$ cat src/rtl/hvac_actuator_ctrl.sv
// HVAC relay sequencer: drives heat/cool/fan relays from temperature compares,
// enforcing deadband, minimum on-time, restart lockout and fan overrun in prescaled ticks.
module hvac_actuator_ctrl #(
    parameter int unsigned TICK_DIV    = 10000000,
    parameter int unsigned HYST        = 1,
    parameter int unsigned MIN_ON      = 30,
    parameter int unsigned MIN_OFF     = 60,
    parameter int unsigned FAN_OVERRUN = 10
) (
    input  logic       clk,
    input  logic       Reset,
    input  logic       Enable,
    input  logic [7:0] CurrentTemp,
    input  logic [7:0] DesiredTemp,
    output logic       Heat,
    output logic       Cool,
    output logic       Fan,
    output logic [2:0] Mode,
    output logic       Ready
);

    localparam int unsigned PW   = $clog2(TICK_DIV);
    localparam int unsigned ONW  = (MIN_ON > 0)  ? $clog2(MIN_ON + 1)      : 1;
    localparam int unsigned OFFW = (MIN_OFF > 0) ? $clog2(MIN_OFF + 1)     : 1;
    localparam int unsigned FANW = $clog2(FAN_OVERRUN + 1);

    typedef enum logic [2:0] {
        ST_IDLE = 3'd0,
        ST_HEAT = 3'd1,
        ST_COOL = 3'd2,
        ST_FAN  = 3'd3
    } state_e;

    state_e            state_q, state_d;
    logic [PW-1:0]     presc_q, presc_d;
    logic [ONW-1:0]    on_cnt_q, on_cnt_d;
    logic [OFFW-1:0]   off_cnt_q, off_cnt_d;
    logic [FANW-1:0]   fan_cnt_q, fan_cnt_d;
    logic              heat_q, heat_d;
    logic              cool_q, cool_d;
    logic              fan_q, fan_d;
    logic              ready_q, ready_d;

    logic              tick_c;
    logic              need_heat_c, need_cool_c, sat_heat_c, sat_cool_c;
    logic              on_done_c, fan_done_c;
    logic              enter_run_c, enter_fan_c;
    logic [8:0]        cur9_c, des9_c;

    // Zero-extended 9-bit compares so setpoint + deadband can never wrap
    assign cur9_c      = {1'b0, CurrentTemp};
    assign des9_c      = {1'b0, DesiredTemp};
    assign need_heat_c = (cur9_c + 9'(HYST)) < des9_c;
    assign need_cool_c = cur9_c > (des9_c + 9'(HYST));
    assign sat_heat_c  = cur9_c >= des9_c;
    assign sat_cool_c  = cur9_c <= des9_c;

    assign tick_c      = (presc_q == PW'(TICK_DIV - 1));
    assign on_done_c   = (on_cnt_q == ONW'(MIN_ON));
    assign fan_done_c  = (fan_cnt_q == FANW'(FAN_OVERRUN));

    // Mode transitions
    always_comb begin
        state_d = state_q;
        case (state_q)
            ST_IDLE: begin
                if (Enable && ready_q && need_heat_c)      state_d = ST_HEAT;
                else if (Enable && ready_q && need_cool_c) state_d = ST_COOL;
            end
            ST_HEAT: begin
                if (!Enable)                        state_d = ST_FAN;
                else if (sat_heat_c && on_done_c)   state_d = ST_FAN;
            end
            ST_COOL: begin
                if (!Enable)                        state_d = ST_FAN;
                else if (sat_cool_c && on_done_c)   state_d = ST_FAN;
            end
            ST_FAN: begin
                if (fan_done_c)                     state_d = ST_IDLE;
            end
            default: state_d = ST_IDLE;
        endcase
    end

    assign enter_run_c = (state_q == ST_IDLE) && ((state_d == ST_HEAT) || (state_d == ST_COOL));
    assign enter_fan_c = (state_q != ST_FAN) && (state_d == ST_FAN);

    // Tick counters; a clear on state entry takes priority over a coincident tick
    always_comb begin
        presc_d   = tick_c ? '0 : presc_q + PW'(1);
        on_cnt_d  = on_cnt_q;
        off_cnt_d = off_cnt_q;
        fan_cnt_d = fan_cnt_q;
        if (enter_run_c)                        on_cnt_d  = '0;
        else if (tick_c && !on_done_c)          on_cnt_d  = on_cnt_q + ONW'(1);
        if (enter_fan_c)                        off_cnt_d = '0;
        else if (tick_c && (off_cnt_q != OFFW'(MIN_OFF)))
                                                off_cnt_d = off_cnt_q + OFFW'(1);
        if (enter_fan_c)                        fan_cnt_d = '0;
        else if (tick_c && !fan_done_c)         fan_cnt_d = fan_cnt_q + FANW'(1);
    end

    // Relay outputs are flopped decodes of the next state
    always_comb begin
        heat_d  = (state_d == ST_HEAT);
        cool_d  = (state_d == ST_COOL);
        fan_d   = (state_d != ST_IDLE);
        ready_d = (off_cnt_d == OFFW'(MIN_OFF));
    end

    always_ff @(posedge clk) begin
        if (Reset) begin
            state_q   <= ST_IDLE;
            presc_q   <= '0;
            on_cnt_q  <= '0;
            off_cnt_q <= '0;
            fan_cnt_q <= '0;
            heat_q    <= 1'b0;
            cool_q    <= 1'b0;
            fan_q     <= 1'b0;
            ready_q   <= 1'b0;
        end else begin
            state_q   <= state_d;
            presc_q   <= presc_d;
            on_cnt_q  <= on_cnt_d;
            off_cnt_q <= off_cnt_d;
            fan_cnt_q <= fan_cnt_d;
            heat_q    <= heat_d;
            cool_q    <= cool_d;
            fan_q     <= fan_d;
            ready_q   <= ready_d;
        end
    end

    assign Heat  = heat_q;
    assign Cool  = cool_q;
    assign Fan   = fan_q;
    assign Ready = ready_q;
    assign Mode  = state_q;

endmodule
$ cat config.mk
export PLATFORM = sky130hd
export DESIGN_NAME = hvac_actuator_ctrl
export DESIGN_NICKNAME = d
export VERILOG_FILES = /design/src/rtl/hvac_actuator_ctrl.sv
export SDC_FILE = /design/constraint.sdc
export NUM_CORES = 1
export LEC_CHECK = 0
export ABC_AREA = 1
export ABC_CLOCK_PERIOD_IN_PS = 2600
export CORE_MARGIN = 1.5
export CORE_UTILIZATION = 59
export CTS_BUF_LIST = sky130_fd_sc_hd__clkbuf_16
export CTS_CLUSTER_SIZE = 24
export DETAILED_ROUTE_END_ITERATION = 10
export PLACE_DENSITY = 0.86
export SETUP_SLACK_MARGIN = 0.02
export SLEW_MARGIN = 10
export SYNTH_ARGS = -nofsm -noshare
export SYNTH_HDL_FRONTEND = slang
export SYNTH_SLANG_ARGS = --single-unit
$ cat constraint.sdc
create_clock -name clk -period 2.6 [get_ports clk]
set_input_delay 0.52 -clock clk [delete_from_list [all_inputs] [get_ports clk]]
set_output_delay 0.52 -clock clk [all_outputs]
set_load 0.01 [all_outputs]
==> qor.txt, run 1 <==
Initial core utilization: 62.7%
Area of the multi-input gates: 2160 um2
Async set-or-reset flop fraction in the synthesized netlist: 0%
Die boundary height: 77.4 um
Unique masters post-synth: 33
Switching Power: 0.000427 W
Most instantiated flip-flop cell in the synthesis netlist: sky130_fd_sc_hd__dfxtp_1
Number of core rows: 26
Final Hold Violating Endpoints: 0
Number of nets with antenna violations after routing: 0
Final cell count without fillers: 616
Vias in the first global route: 3158
Clock period minus final worst setup slack: 2.64 ns
NumNets Final: 597
Critical path origin: DesiredTemp[3]
Worst Setup Path Type: input pin to register
Switching part of the total: 26.3%
Finish-stage setup viols: 5
Synthesized area per cell: 6.93 um2
Number of register bits inferred by synthesis: 46
R2r worst-path depth: 11
Fillcell total: 298
H-tree depth: 2
Share of total power in sequential cells: 44.0%
Startpoint type of the worst setup path: input pin
Slowest stage cell on the critical path: sky130_fd_sc_hd__nor4_4
CTS Root Cell: sky130_fd_sc_hd__clkbuf_16
Post-synthesis to final-layout area growth: 29.9%
Overall die area: 5990 um2
Crit-path cells: buf_6 > inv_2 > nor4_4 > nand2_1 > xor2_1 > ha_1 > nand2_1 > inv_1 > nand2_1 > nand2_1 > nand2_1 > nand2_1 > nand2_1 > nand2_2 > nand2_2 > nand2_4 > nand2_2 > nand2_1 > nand2_1 > nand2_2 > nor2_1
Number of buffer and inverter instances along the worst setup path: 3
Kind of end point of the critical path: register
Library cell with the largest summed area after synthesis: sky130_fd_sc_hd__dfxtp_1
Stage delay of the slowest cell on the critical path: 0.33 ns
Worst R2R Setup Slack: 0.50 ns
Logic depth of the worst path, buffers included: 21
Number of antenna violations at the first check in global routing: 0
Met3 WL: 539 um
RR Endpoint: Ready$_SDFF_PP0_
Cell occurring most often along the worst timing path: sky130_fd_sc_hd__nand2_1
Post-Syn Instances: 471
Hold Crit Class: register to register
TritonCTS sink count: 46
Leakage Power: 1.96 nW
Violation count after the first detailed-routing iteration: 198
Yosys top cell area share: 28.2%
Overall routed net length: 8.78 mm
Final period utilization: 101%
Synthesis Warnings: 0
Highest attainable clock frequency: 379 MHz
Post-Syn Area: 3270 um2
Count of max-cap constraint violations: 0
Delay-heaviest family, CP: simple AND/OR/NAND/NOR gates
Post-synth EDFFs: 0
CTS tree: done
Number of clock buffers inserted by TritonCTS: 5
Power per cell area: 382 nW/um2
Clock transition at the registers of the reported paths: 0.06 ns
Drt pass-1 iters: 5
Placed wire-length estimate after detailed placement: 5.60 mm
Commonest cells in the netlist: sky130_fd_sc_hd__nand2_1 (93), sky130_fd_sc_hd__inv_1 (82), sky130_fd_sc_hd__dfxtp_1 (46), sky130_fd_sc_hd__nor2_1 (46), sky130_fd_sc_hd__ha_1 (33)
Sum Neg Setup Slack: -0.0866 ns
Die width: 77.4 um
Via density per instance: 5.50
Wire length on met2: 4.21 mm
Net count after synthesis: 523
Final worst clock skew: 0.00469 ns
Data required time at the worst endpoint: 2.82 ns
Final Hold Slack: 0.456 ns
Largest net degree at the start of global routing: 17
Ratio of cells with drive above 1 in the final layout: 24.2%
Largest cells by area after synthesis: sky130_fd_sc_hd__dfxtp_1 (28%), sky130_fd_sc_hd__ha_1 (13%), sky130_fd_sc_hd__nand2_1 (11%), sky130_fd_sc_hd__inv_1 (9.4%), sky130_fd_sc_hd__nor2_1 (5.3%)
Worst Path Arrival: 2.86 ns
Internal power consumption: 0.00119 W
Outcome: complete, but fails checks
Critical R2R Launch: presc_q[0]$_SDFF_PP0_
Final Wtd Congestion: 0.894
Failing checks: setup timing
Worst hold path depth: 1
Least setup slack across all paths after layout: -0.0384 ns
Part of the total power dissipated in the clock network: 38.0%
Latest clock arrival within the worst-skew pair: 0.29 ns
Sum of routed wire segments on met1: 3.60 mm
Routed wirelength normalized by instance count: 14.2 um
Share of synthesized area occupied by flip-flops and latches: 28.2%
FF+latch area: 921 um2
Number of max-slew violations in the final report: 0
Number of buffers between clock root and the deepest sink: 2
Biggest fanout along the worst timing path: 5
Highest metal layer with signal wires: met4
All-Layer GR Usage: 27.6%
Logic pwr share: 17.9%
Setup crit end: on_cnt_q[3]$_SDFFE_PP0P_
IO Pins: 26
Wire length of the first global-routing pass: 13.4 mm
Total number of vias: 3385
Count of hold-fix buffers inserted at cts: 0
Post-route DRC violation count: 0
PortBufs: 25
Worst vdd rail ir drop: 0.393 mV
Number of antenna cells inserted: 0
Sum of internal, switching and leakage power: 0.00162 W
Overall overflow remaining after global route: 0
# placed instances: 600
Most common cell in the synthesized netlist: sky130_fd_sc_hd__nand2_1
Post-place setup slack: -0.569 ns
Floorplan Core Area: 5200 um2
==> through the flow <==
stage	cell area (um2)	utilization (%)
2_1_floorplan	3270	-
3_3_place_gp	3860	74.2
3_5_place_dp	3860	74.2
4_1_cts	4100	78.8
5_1_grt	4240	81.5
6_report	4240	81.5
==> what timing repair did <==
item,CTS,global route
setup endpoints to repair,21,20
pin swaps,23,30
buffers inserted,4,4
gates resized for setup,32,58
==> layout make-up <==
type	instances	share of cell area [%]
flip-flops and latches	46	21.7
inverters	92	8.17
multi-input cells	332	50.9
repair buffers	68	13.9
clock buffers	5	2.95
well taps	70	2.06
clock inverters	3	0.383
==> kinds of logic after synthesis <==
| family | after synthesis | share of synthesized area (%) |
|---|---|---|
| compound gates | 43 | 7.20 |
| xor+xnor | 24 | 6.44 |
| fa+ha+maj | 33 | 12.6 |
| buf+inv | 93 | 10.8 |
| flops | 46 | 28.2 |
| other cells | 1 | 0.115 |
| simple gates | 231 | 34.6 |
==> worst min path at each step <==
stage	start	endpoint	slack, ns
finish	presc_q[0]$_SDFF_PP0_	presc_q[0]$_SDFF_PP0_	0.46
global route	presc_q[0]$_SDFF_PP0_	presc_q[0]$_SDFF_PP0_	0.50
CTS	presc_q[0]$_SDFF_PP0_	presc_q[0]$_SDFF_PP0_	0.47
detailed placement	presc_q[0]$_SDFF_PP0_	presc_q[0]$_SDFF_PP0_	0.46
global placement	presc_q[0]$_SDFF_PP0_	presc_q[0]$_SDFF_PP0_	0.43
floorplan	presc_q[0]$_SDFF_PP0_	presc_q[0]$_SDFF_PP0_	0.42
==> metal layers <==
metal  vias up  track usage [%]
met5         -                0
met4         0             10.7
met3        40             4.35
met2       153             49.3
met1      1546             32.9
li1       1646                -
==> power groups by stage <==
stage | logic [W] | clock network (W) | registers [W]
after global routing | 0.000319 | 0.000648 | 0.000713
after CTS | 0.000246 | 0.000619 | 0.000713
after floorplan | 0.000123 | 0 | 0.000728
after global placement | 0.000225 | 0 | 0.000728
after detailed placement | 0.000235 | 0 | 0.000729
final | 0.000290 | 0.000616 | 0.000713
==> cells in the final DEF, fill, tap and decap left out, types with 16 or more instances in the layout <==
master                    netlist  final
sky130_fd_sc_hd__nand2_1       93     88
sky130_fd_sc_hd__inv_1         82     74
sky130_fd_sc_hd__dfxtp_1       46     46
sky130_fd_sc_hd__buf_4          0     41
sky130_fd_sc_hd__nor2_1        46     40
sky130_fd_sc_hd__ha_1          33     31
sky130_fd_sc_hd__a21oi_1       24     22
sky130_fd_sc_hd__nand4_1       20     20
sky130_fd_sc_hd__xor2_1        18     18
sky130_fd_sc_hd__inv_2          8     16
==> registers in the layout, summed over array words and instances (netlist names) <==
register	flops
presc_q	24
off_cnt_q	6
on_cnt_q	5
fan_cnt_q	4
Mode	3
Cool	1
Fan	1
Heat	1
Ready	1
No activity file was read; power rests on OpenSTA's default activity.
==> inputs of run 2 (changes only) <==
--- a/config.mk
+++ b/config.mk
@@ -7,6 +7,7 @@
 export LEC_CHECK = 0
 export ABC_AREA = 1
 export ABC_CLOCK_PERIOD_IN_PS = 2600
+export CAP_MARGIN = 30
 export CORE_MARGIN = 1.5
 export CORE_UTILIZATION = 59
 export CTS_BUF_LIST = sky130_fd_sc_hd__clkbuf_16
==> results of run 2 <==
Same layout as run 1: the final DEF is identical, and so are final timing and power.
